<file path="src/rtl/snn_image_sequencer.sv">
// snn_image_sequencer: receives an image over the UART, unpacks it into the
// input-unit RAM one pixel bit per cycle, starts snn_core, then sends the
// classified digit back as a single ASCII byte.
// Optional macro SNN_SEQ_TIMEOUT_EN adds a core_done watchdog that reports 8'hFF.
module snn_image_sequencer #(
  parameter int          N_BYTES      = 98,
  parameter logic [19:0] DONE_TIMEOUT = 20'd1000000
) (
  input  logic       clk,
  input  logic       rst_n,
  input  logic       rx_rdy,
  input  logic [7:0] rx_data,
  output logic       rx_clr,
  output logic       ram_we,
  output logic [9:0] ram_addr,
  output logic       ram_data,
  input  logic [9:0] core_addr,
  output logic       core_start,
  input  logic       core_done,
  input  logic [3:0] core_digit,
  output logic       tx_start,
  output logic [7:0] tx_data,
  input  logic       tx_busy,
  output logic       busy
);

  localparam int BW = $clog2(N_BYTES + 1);

  typedef enum logic [2:0] {
    S_IDLE, S_UNPACK, S_RX_WAIT, S_START, S_WAIT_DONE, S_TX
  } state_t;

  state_t        state_q, state_d;
  logic [BW-1:0] byte_cnt_q, byte_cnt_d;
  logic [2:0]    bit_cnt_q, bit_cnt_d;
  logic [7:0]    shift_q, shift_d;
  logic [7:0]    tx_data_q, tx_data_d;
`ifdef SNN_SEQ_TIMEOUT_EN
  logic [19:0]   to_cnt_q, to_cnt_d;
`endif

  // State and datapath registers, synchronous active-low reset
  always_ff @(posedge clk) begin
    if (!rst_n) begin
      state_q    <= S_IDLE;
      byte_cnt_q <= '0;
      bit_cnt_q  <= '0;
      shift_q    <= '0;
      tx_data_q  <= '0;
`ifdef SNN_SEQ_TIMEOUT_EN
      to_cnt_q   <= '0;
`endif
    end else begin
      state_q    <= state_d;
      byte_cnt_q <= byte_cnt_d;
      bit_cnt_q  <= bit_cnt_d;
      shift_q    <= shift_d;
      tx_data_q  <= tx_data_d;
`ifdef SNN_SEQ_TIMEOUT_EN
      to_cnt_q   <= to_cnt_d;
`endif
    end
  end

  // Next-state and pulse outputs; pulses are forced low while reset is held
  always_comb begin
    state_d    = state_q;
    byte_cnt_d = byte_cnt_q;
    bit_cnt_d  = bit_cnt_q;
    shift_d    = shift_q;
    tx_data_d  = tx_data_q;
`ifdef SNN_SEQ_TIMEOUT_EN
    to_cnt_d   = to_cnt_q;
`endif
    rx_clr     = 1'b0;
    ram_we     = 1'b0;
    core_start = 1'b0;
    tx_start   = 1'b0;
    case (state_q)
      S_IDLE, S_RX_WAIT: begin
        if (rx_rdy) begin
          shift_d = rx_data;
          rx_clr  = 1'b1;
          state_d = S_UNPACK;
        end
      end
      S_UNPACK: begin
        // One pixel per cycle, LSB first
        ram_we    = 1'b1;
        shift_d   = {1'b0, shift_q[7:1]};
        bit_cnt_d = bit_cnt_q + 3'd1;
        if (bit_cnt_q == 3'd7) begin
          byte_cnt_d = byte_cnt_q + BW'(1);
          state_d    = (byte_cnt_q == BW'(N_BYTES - 1)) ? S_START : S_RX_WAIT;
        end
      end
      S_START: begin
        core_start = 1'b1;
        byte_cnt_d = '0;
`ifdef SNN_SEQ_TIMEOUT_EN
        to_cnt_d   = '0;
`endif
        state_d    = S_WAIT_DONE;
      end
      S_WAIT_DONE: begin
        // rx_rdy is deliberately not serviced here; the byte stays pending
        if (core_done) begin
          tx_data_d = 8'h30 + {4'h0, core_digit};
          state_d   = S_TX;
        end
`ifdef SNN_SEQ_TIMEOUT_EN
        else if (to_cnt_q == DONE_TIMEOUT - 20'd1) begin
          tx_data_d = 8'hFF;
          state_d   = S_TX;
        end else begin
          to_cnt_d = to_cnt_q + 20'd1;
        end
`endif
      end
      S_TX: begin
        if (!tx_busy) begin
          tx_start = 1'b1;
          state_d  = S_IDLE;
        end
      end
      default: state_d = S_IDLE;
    endcase
    if (!rst_n) begin
      rx_clr     = 1'b0;
      ram_we     = 1'b0;
      core_start = 1'b0;
      tx_start   = 1'b0;
    end
  end

  // RAM address belongs to the loader only while unpacking
  assign ram_addr = (state_q == S_UNPACK) ? 10'({byte_cnt_q, bit_cnt_q}) : core_addr;
  assign ram_data = shift_q[0];
  assign tx_data  = tx_data_q;
  assign busy     = (state_q != S_IDLE);

endmodule

</file>
<file path="config.mk">
export PLATFORM = sky130hd
export DESIGN_NAME = snn_image_sequencer
export DESIGN_NICKNAME = d
export VERILOG_FILES = /design/src/rtl/snn_image_sequencer.sv
export SDC_FILE = /design/constraint.sdc
export NUM_CORES = 1
export LEC_CHECK = 0
export CORE_UTILIZATION = 47
export DETAILED_ROUTE_END_ITERATION = 10
export PLACE_DENSITY_LB_ADDON = 0.12
export SKIP_CTS_REPAIR_TIMING = 1
export SLEW_MARGIN = 20
export SYNTH_ARGS = -nofsm -noshare
export SYNTH_HDL_FRONTEND = slang
export SYNTH_SLANG_ARGS = --single-unit
</file>
<file path="constraint.sdc">
create_clock -name clk -period 3.3 [get_ports clk]
set_clock_uncertainty 0.2 [all_clocks]
set_input_delay 0.99 -clock clk [delete_from_list [all_inputs] [get_ports clk]]
set_output_delay 0.99 -clock clk [all_outputs]
set_load 0.02 [all_outputs]
</file>
# Yosys cells after proc, flatten, opt, wreduce, memory -nomap -nowiden
# Index checks and enable logic that the tools add are counted.
[totals]
wordCells = 49
register_bits = 29
output_inout_bits = 24
[classes]
n_mux = 21
reduce_logical = 9
addsub = 3
n_eq_ne = 11
[ops]
columns = ["operator", "count"]
rows = [
  ["one-hot mux 8 bit (2 select lines)", 1],
  ["one-hot mux 3 bit (5 select lines)", 1],
  ["one-hot mux 7 bit (2 select lines)", 1],
  ["2-to-1 mux 3 bit", 4],
  ["2-to-1 mux 1 bit", 11],
  ["2-to-1 mux 10 bit", 1],
  ["equality test 3 bit, second input constant", 3],
  ["2-to-1 mux 8 bit", 1],
  ["!= test 2 bit, second input constant", 4],
  ["adder 6 x 4 -> 7 bit, first input constant", 1],
  ["adder 7 x 1 -> 7 bit, second input constant", 1],
  ["equality test 7 bit, second input constant", 1],
  ["2-to-1 mux 7 bit", 1],
  ["equality test 3 x 2 -> 1 bit, second input constant", 2],
  ["AND reduction 2 bit", 3],
  ["AND reduction 4 bit", 1],
  ["nonzero test 2 bit", 2],
  ["adder 3 x 1 -> 3 bit, second input constant", 1],
  ["equality test 3 x 1 -> 1 bit, second input constant", 1],
  ["zero test 3 bit", 1],
  ["nonzero test 3 bit", 1],
  ["OR reduction 2 bit", 1],
]

# Logic depth before layout (Yosys ltp)
# Gate-level depths: netlist (run 1).
[depth]
depth_word = 4
mapped_depth = 5
ltp_nobuf = 5

# Least setup slack after synthesis (run 1)
# No wires, ideal clock.
[synth_path]
path_type = "input to output"
startpoint = "input rx_rdy"
endpoint = "output rx_clr"
slack_ns = 0.213
t_required_ns = 2.110
t_arrival_ns = 1.897
path_stages = 3
cell_sequence = "or3b_2 > clkbuf_1 > nor2_1"
[synth_via]
elab_chain_cells = 3
[synth_lines]
columns = ["item", "line", "source"]
rows = [
  ["from (decl)", "11", "input logic rx_rdy,"],
  ["2-to-1 mux 1 bit", "81", "if (rx_rdy) begin"],
  ["2-to-1 mux 1 bit", "79", "case (state_q)"],
  ["2-to-1 mux 1 bit", "128", "if (!rst_n) begin"],
  ["to (decl)", "13", "output logic rx_clr,"],
]
# Every way passes these cells.

# Worst setup path after layout (run 1)
# Same ends and word-level chain as after synthesis.

==> results.sh, run 1 <==
export IMPL_status="complete, no violations"
export IMPL_cp_data_arrival_time_ns=2.09
export IMPL_initial_utilization_pct=49.7
export IMPL_fillers=211
export IMPL_wl_per_cell_um=13.3
export IMPL_die_y_um=56.0
export IMPL_cts_path_max_buffers=2
export IMPL_hold_violations=0
export IMPL_grt_pass1_wl_um=5780
export IMPL_ys_ff_latch=26
export IMPL_post_place_ws_ns=-0.531
export IMPL_period_needed_ns=3.28
export IMPL_path_max_fanout=2
export IMPL_ys_top_cells_by_area="dfxtp_1, nand2_1, a21oi_1"
export IMPL_gp_congestion=0.837
export IMPL_rsz0062_at_grt="true"
export IMPL_drt_antenna_violating_nets=0
export IMPL_top_layer="met4"
export IMPL_antenna_found_initial=0
export IMPL_synthesis_area_um2=1370
export IMPL_fp_coreArea_um2=2760
export IMPL_drive_gt1_share_pct=10.7
export IMPL_via_per_inst=5.50
export IMPL_route_vias_total=1451
export IMPL_antenna_cells=0
export IMPL_grt_overflow_total=0
export IMPL_fin_crit_sh_pct=99.3
export IMPL_synthFlopType="dfxtp_1"
export IMPL_area_growth_pct=47.1
export IMPL_power_share_clock_pct=24.6
export IMPL_critPathLaunchType="input pin"
export IMPL_layout_nets=265
export IMPL_drc=0
export IMPL_seq_area_frac_synth_pct=38.0
export IMPL_die_area_um2=3140
export IMPL_synth_top_area_share_pct=38.0
export IMPL_hp_class="flip-flop to flip-flop"
export IMPL_dp_hpwl_um=2600
export IMPL_peakVddDrop_mv=0.238
export IMPL_wl_met1_um=1500
export IMPL_setup_violations=0
export IMPL_grt_usage_pct=22.4
export IMPL_power_switching_uw=180
export IMPL_seqPwrFrac_pct=50.4
export IMPL_synth_top_cell_by_area="dfxtp_1"
export IMPL_seq_area_um2=520
export IMPL_num_io_pins=51
export IMPL_syn_inst=178
export IMPL_dpl_cell_count=259
export IMPL_ys_types=38
export IMPL_layout_setup_ws_ns=0.0246
export IMPL_cts_buffers_inserted=3
export IMPL_root_buffer="clkbuf_4"
export IMPL_clock_sinks=26
export IMPL_critPathKind="input pin to output pin"
export IMPL_clk_latency_ns=0.32
export IMPL_cts_tree="yes"
export IMPL_switching_share_pct=27.3
export IMPL_drt_total_wl_um=3520
export IMPL_grt_pass1_vias=1384
export IMPL_comb_power_share_pct=24.9
export IMPL_slew_violations=0
export IMPL_fmax_mhz=305
export IMPL_worst_setup_path_end_kind="output pin"
export IMPL_syn_area_per_cell_um2=7.70
export IMPL_synthArstFlopShare_pct=0
export IMPL_firstDrtPassIters=4
export IMPL_io_buffers=48
export IMPL_fin_cells=264
export IMPL_dr_wl_met3_um=199
export IMPL_cts_clk_slew_worst_paths_ns=0.14
export IMPL_hold_slack_ns=0.283
export IMPL_crit_required_ns=2.11
export IMPL_multi_input_area_um2=776
export IMPL_die_width_um=56.0
export IMPL_leakage_uw=0.000939
export IMPL_synth_edf_count=0
export IMPL_cap_violations=0
export IMPL_power_internal_uw=479
export IMPL_drtIter0Drc=45
export IMPL_h_tree_depth=1
export IMPL_yosysWarnings=0
export IMPL_rows=19
export IMPL_power_density_nw_per_um2=327
export IMPL_dr_wl_met2_um=1790
export IMPL_grt_max_degree=18
[per-layer routing]
metal / vias to the layer above / GRT usage (%)
met3: 4 / 2.56
met4: 0 / 6.27
met2: 56 / 40.8
met5: - / 0
li1: 726 / -
met1: 665 / 27.6
[logic make-up after synthesis]
group / synth area share, %
flip-flops: 38.0
adder cells (fa/ha/maj): 3.65
buffers and inverters: 6.11
XOR/XNOR: 1.28
AND/OR/NAND/NOR: 31.2
other: 0.273
AO/OA/AOI/OAI: 16.6
multiplexers: 2.92
[synth_stat cells, types with 4 or more instances]
library cell  instances
buf_2                 4
nand3_1               8
o21ai_0               5
clkbuf_1              6
dfxtp_1              26
nor2_1               14
nand2_1              43
inv_1                 4
a21oi_1              15
mux2i_1               4
a22oi_1               5
ha_1                  4
[layout by cell type, fill, tap and decap left out, types with 3 or more instances in the layout]
master / Yosys / routed
buf_4: 3 / 17
nand2_1: 43 / 43
clkbuf_4: 0 / 3
nor2_1: 14 / 14
nor3b_1: 3 / 3
a21oi_1: 15 / 15
clkdlybuf4s50_1: 0 / 34
or3_1: 3 / 3
inv_1: 4 / 4
dfxtp_1: 26 / 26
mux2i_1: 4 / 4
dlymetal6s2s_1: 0 / 13
or4_1: 3 / 3
o31ai_1: 3 / 3
ha_1: 4 / 4
a31oi_1: 3 / 3
a22oi_1: 5 / 5
o21ai_0: 5 / 5
nand3_1: 8 / 8
[worst max-delay path, cell delays in order]
cell,delay (ns)
clkdlybuf4s50_1,0.48
or3b_4,0.38
nor2_1,0.09
buf_4,0.15
[flip-flops by register name, indices dropped and copies added, names as in the netlist]
signal      flops
byte_cnt_q      7
state_q         3
bit_cnt_q       3
tx_data         5
shift_q         8
[power by group through the flow]
stage	logic [µW]	registers [µW]	clock network (µW)
finish	164	332	162
global placement	159	338	0
CTS	164	332	167
global route	178	334	181
floorplan	80.7	339	0
detailed placement	163	339	0
[final cells by class]
type / instances / area share [%]
repair buffers: 64 / 31.3
multi-input cells: 135 / 38.5
flip-flops and latches: 26 / 25.8
clock buffers: 4 / 1.80
well taps: 31 / 1.92
inverters: 4 / 0.744
[metrics by stage]
| stage | utilization, % | TNS, ns | total power [µW] | area (µm²) |
|---|---|---|---|---|
| global placement | 70.3 | -1.70 | 497 | 1940 |
| floorplan | - | 0 | 420 | 1380 |
| detailed placement | 70.3 | -1.92 | 502 | 1940 |
| finish | 73.1 | 0 | 659 | 2020 |
| global route | 73.1 | -0.0486 | 693 | 2020 |
| CTS | 71.6 | -2.24 | 663 | 1970 |
[path summary, 6_finish.rpt]
kind,start,endpoint,slack [ns],cells after the start
setup reg to reg,bit_cnt_q[0],byte_cnt_q[5],1.27,5
hold / removal,shift_q[1],shift_q[1],0.28,2
setup / recovery,rx_rdy,rx_clr,0.02,4
hold reg to reg,shift_q[1],shift_q[1],0.28,2
(Power assumes the default switching activity.)
==> run 2: changes to the inputs <==
SKIP_CTS_REPAIR_TIMING = unset   (was 1)
==> run 2 against run 1 <==
- cell count is the same
- critical path type unchanged
- worst hold slack improved by 0.0024 ns
- combinational power shrank 3%
- largest cell class unchanged
==> results.sh, run 2 (synthesis results as in run 1) <==
export IMPL_layout_setup_ws_ns=0.0689
export IMPL_crit_required_ns=2.11
export IMPL_drtIter0Drc=47
export IMPL_h_tree_depth=1
export IMPL_cp_data_arrival_time_ns=2.04
export IMPL_drc=0
export IMPL_worst_setup_path_end_kind="output pin"
export IMPL_cts_buffers_inserted=3
export IMPL_grt_pass1_wl_um=5800
export IMPL_largest_register_ffs=8
export IMPL_peakVddDrop_mv=0.239
export IMPL_antenna_found_initial=0
export IMPL_regMostFlops="shift_q"
export IMPL_status="complete, no violations"
export IMPL_whs_path_depth=2
export IMPL_grt_max_degree=18
export IMPL_grt_overflow_total=0
export IMPL_fmax_mhz=309
export IMPL_die_y_um=56.0
export IMPL_min_to="shift_q[1]"
export IMPL_die_width_um=56.0
export IMPL_critPathKind="input pin to output pin"
export IMPL_cts_clk_slew_worst_paths_ns=0.14
export IMPL_r2r_start="bit_cnt_q[0]"
export IMPL_drive_gt1_share_pct=12.4
export IMPL_r2r_slack_ns=1.27
export IMPL_rr_worst_depth=5
export IMPL_fp_coreArea_um2=2760
export IMPL_wl_per_cell_um=13.2
export IMPL_final_common_cell="nand2_1"
export IMPL_cap_violations=0
export IMPL_root_buffer="clkbuf_4"
export IMPL_drt_antenna_violating_nets=0
export IMPL_hp_class="flip-flop to flip-flop"
export IMPL_grt_usage_pct=22.5
export IMPL_antenna_cells=0
export IMPL_area_growth_pct=43.3
export IMPL_finalSetupTns_ns=0
export IMPL_reg2reg_to="byte_cnt_q[5]"
export IMPL_die_area_um2=3140
export IMPL_critPathLaunchType="input pin"
export IMPL_hold_violations=0
export IMPL_most_common_layout_cells="nand2_1, clkdlybuf4s50_1, dfxtp_1"
export IMPL_slew_violations=0
export IMPL_initial_utilization_pct=49.7
export IMPL_grt_pass1_vias=1396
export IMPL_io_buffers=48
export IMPL_period_needed_ns=3.23
export IMPL_firstDrtPassIters=4
export IMPL_power_density_nw_per_um2=334
export IMPL_worstHoldStart="shift_q[1]"
export IMPL_gp_congestion=0.837
export IMPL_fin_crit_sh_pct=97.9
export IMPL_num_io_pins=51
export IMPL_route_vias_total=1466
export IMPL_holdBufCountCts=0
export IMPL_rows=19
export IMPL_via_per_inst=5.55
export IMPL_place_area_um2=1940
export IMPL_dp_hpwl_um=2600
export IMPL_cts_path_max_buffers=2
export IMPL_rsz0062_at_grt="false"
export IMPL_fillers=216
export IMPL_layout_nets=265
export IMPL_drt_total_wl_um=3500
export IMPL_path_max_fanout=6
export IMPL_leakage_uw=0.000802
export IMPL_cts_tree="yes"
export IMPL_post_place_ws_ns=-0.531
export IMPL_clock_sinks=26
export IMPL_setup_violations=0
export IMPL_fin_area_um2=1970
export IMPL_power_uw=656
export IMPL_clk_latency_ns=0.32
run 2: cell types whose count changed in the layout (fill, tap and decap cells not counted):
| cell | change |
|---|---|
| dlygate4sd2_1 | +10 |
| clkdlybuf4s50_1 | -1 |
| inv_2 | +1 |
| dlymetal6s2s_1 | -12 |
| clkdlybuf4s15_2 | +1 |
| clkbuf_2 | +2 |
| inv_1 | -1 |
run 2: worst max-delay path, cell delays in order:
cell and delay [ns]:
clkdlybuf4s50_1 0.55, inv_2 0.10, nor2_1 0.12, clkdlybuf4s15_2 0.27
run 2: routing by layer:
layer | vias to the layer above | track usage (%) | routed length (µm) | part of all wire, %
met5 | - | 0 | 0 | 0
met1 | 688 | 27.4 | 1520 | 44
met2 | 47 | 41.0 | 1760 | 50
met3 | 4 | 2.79 | 184 | 5.3
met4 | 0 | 6.62 | 26 | 0.74
li1 | 727 | - | - | -
run 2: cell type report:
class                   count  area, µm²  area share, %
multi-input cells         135        776           39.5
repair buffers             64        579           29.5
flip-flops and latches     26        520           26.5
well taps                  31       38.8           1.97
clock buffers               4       36.3           1.85
inverters                   4       15.0          0.764
run 2: repair_timing:
action | 4_1_cts | 5_1_grt
gates resized for setup | 24 | 5
pin swaps | 0 | 0
setup buffers | 1 | 0
setup endpoints to repair | 14 | 4
run 2: worst max path at each step:
| stage | from | to | slack [ns] |
|---|---|---|---|
| after floorplan | rx_rdy | rx_clr | 0.21 |
| after global placement | rx_rdy | rx_clr | -0.56 |
| after detailed placement | rx_rdy | rx_clr | -0.53 |
| after CTS | rst_n | tx_start | 0.005 |
| after global routing | rst_n | core_start | 0.01 |
| final | rst_n | core_start | 0.07 |
run 2: power breakdown:
| part | leakage, µW | internal [µW] | total [µW] | switching (µW) |
|---|---|---|---|---|
| logic | 0.000569 | 79.8 | 159 | 78.7 |
| registers | 0.000211 | 326 | 332 | 6.76 |
| clock network | 0.0000210 | 67.4 | 165 | 97.7 |
| total | 0.000802 | 473 | 656 | 183 |
run 2: metrics by stage:
step,utilization (%),cells,hold WS [ns]
after CTS,71.6,264,0.281
after global placement,70.3,259,0.253
final,71.3,264,0.286
after global routing,71.3,264,0.296
after detailed placement,70.3,259,0.262
after floorplan,-,179,0.245
==> run 3: changes to the inputs <==
CELL_PAD_IN_SITES_DETAIL_PLACEMENT = 0   (was unset)
CELL_PAD_IN_SITES_GLOBAL_PLACEMENT = 1   (was unset)
CORE_UTILIZATION = 33   (was 47)
GPL_TIMING_DRIVEN = 0   (was unset)
==> run 3 against run 2 <==
- wire length up 5.4%
- cell count up 6.4%
- worst hold slack worse by 0.014 ns
- clock-buffer cell count down 1
- utilization down 22 points
- clock power up 64%
- register-to-register slack better by 0.02 ns
- combinational power down 6%
- design area up 0.83%
- sequential power about the same
==> results.sh, run 3 (synthesis results as in run 1) <==
export IMPL_status="complete, no violations"
export IMPL_h_tree_depth=1
export IMPL_clock_sinks=26
export IMPL_wl_per_cell_um=13.1
export IMPL_dr_wl_met2_um=1910
export IMPL_drive_gt1_share_pct=9.52
export IMPL_antenna_cells=0
export IMPL_cts_path_max_buffers=2
export IMPL_place_area_um2=1920
export IMPL_route_vias_total=1451
export IMPL_root_buffer="clkbuf_8"
export IMPL_power_density_nw_per_um2=380
export IMPL_cp_data_arrival_time_ns=2.02
export IMPL_fin_area_um2=1980
export IMPL_critPathLaunch="tx_busy"
export IMPL_cts_clk_slew_worst_paths_ns=0.09
export IMPL_die_area_um2=4420
export IMPL_reg2reg_to="byte_cnt_q[5]"
export IMPL_fin_crit_sh_pct=97.4
export IMPL_grt_max_degree=16
export IMPL_cts_buffers_inserted=3
export IMPL_finalSetupTns_ns=0
export IMPL_drt_antenna_violating_nets=0
export IMPL_clk_latency_ns=0.28
export IMPL_regMostFlops="shift_q"
export IMPL_dr_wl_met3_um=166
export IMPL_gp_congestion=0.812
export IMPL_dpl_cell_count=277
export IMPL_grt_overflow_total=0
export IMPL_critPathLaunchType="input pin"
export IMPL_hold_slack_ns=0.271
export IMPL_power_uw=754
export IMPL_cap_violations=0
export IMPL_firstDrtPassIters=4
export IMPL_num_io_pins=51
export IMPL_initial_utilization_pct=34.3
export IMPL_antenna_found_initial=0
export IMPL_via_per_inst=5.16
export IMPL_leakage_uw=0.000788
export IMPL_io_buffers=48
export IMPL_worst_pin_slew_ns=0.515
export IMPL_final_common_cell="nand2_1"
export IMPL_hp_class="flip-flop to flip-flop"
export IMPL_path_max_fanout=3
export IMPL_r2r_start="bit_cnt_q[0]"
export IMPL_die_width_um=66.5
export IMPL_fmax_mhz=311
export IMPL_largest_register_ffs=8
export IMPL_setup_violations=0
export IMPL_dp_hpwl_um=2740
export IMPL_rr_worst_depth=5
export IMPL_rows=23
export IMPL_worst_setup_path_end_kind="output pin"
export IMPL_peakVddDrop_mv=0.222
export IMPL_fp_coreArea_um2=4000
export IMPL_crit_required_ns=2.11
export IMPL_top_layer="met4"
export IMPL_grt_pass1_vias=1363
export IMPL_most_common_layout_cells="nand2_1, clkdlybuf4s50_1, dfxtp_1"
export IMPL_worstHoldStart="shift_q[7]"
export IMPL_fillers=405
export IMPL_period_needed_ns=3.21
export IMPL_die_y_um=66.5
export IMPL_drt_total_wl_um=3690
export IMPL_layout_nets=263
export IMPL_grt_pass1_wl_um=6040
export IMPL_drc=0
export IMPL_hold_violations=0
export IMPL_critPathKind="input pin to output pin"
export IMPL_fin_cells=281
export IMPL_grt_usage_pct=18.0
export IMPL_wl_met1_um=1560
export IMPL_slew_limit_headroom_pct=65.5
export IMPL_cts_tree="yes"
export IMPL_area_growth_pct=44.5
export IMPL_drtIter0Drc=46
export IMPL_slew_violations=0
export IMPL_holdBufCountCts=0
export IMPL_crit_end="tx_start"
export IMPL_r2r_slack_ns=1.29
export IMPL_rsz0062_at_grt="false"
-- run 3: cell types whose count changed in the layout (fill, tap and decap cells not counted), moves of 2 or more --
| cell | previous run | this run |
|---|---|---|
| buf_4 | 17 | 5 |
| buf_2 | 0 | 5 |
| dlygate4sd2_1 | 10 | 14 |
| clkbuf_1 | 0 | 3 |
| clkbuf_4 | 3 | 0 |
| clkbuf_8 | 1 | 3 |
| dfxtp_1 | 26 | 24 |
| dfxtp_2 | 0 | 2 |
-- run 3: final cells by class --
type                       count  area (µm²)  share of cell area [%]
clock buffer                   3        41.3                    2.08
multi-input combinational    135         773                    39.0
timing repair buffer          50         474                    23.9
sequential                    26         523                    26.4
clock inverter                 1        30.0                    1.52
buffer                        12        62.6                    3.16
inverter                       4        15.0                   0.758
tap                           50        62.6                    3.16
-- run 3: worst max-delay path, stage by stage --
cell	delay, ns
clkdlybuf4s50_1	0.45
nor4_1	0.22
dlygate4sd2_1	0.36
-- run 3: routing by layer --
layer,up-vias,global-route usage [%]
li1,724,-
met1,687,20.6
met2,35,33.0
met3,5,3.25
met4,0,6.38
met5,-,0
-- run 3: per-stage QoR --
| step | setup WS [ns] | util, % |
|---|---|---|
| after CTS | 0.0677 | 49.5 |
| after global routing | 0.0166 | 49.5 |
| final | 0.0855 | 49.5 |
| after detailed placement | -0.843 | 48.0 |
| after global placement | -0.830 | 48.0 |
| after floorplan | 0.213 | - |
-- run 3: timing repair --
action,4_1_cts,5_1_grt
setup buffers,2,0
resized for setup,25,1
pin swaps,1,0
setup endpoints to repair,14,3
-- run 3: where the power goes --
| group | leakage, µW | total (µW) | switching [µW] | internal, µW |
|---|---|---|---|---|
| clock network | 0.0000357 | 271 | 108 | 162 |
| registers | 0.000212 | 333 | 7.80 | 325 |
| logic | 0.000540 | 150 | 78.5 | 71.7 |
| total | 0.000788 | 754 | 194 | 560 |
-- run 3: how the worst min path moves through the flow --
stage	to	depth (start not counted)
floorplan	shift_q[6]	2
global placement	shift_q[7]	2
detailed placement	shift_q[7]	2
CTS	shift_q[7]	2
global route	shift_q[7]	2
finish	shift_q[7]	2
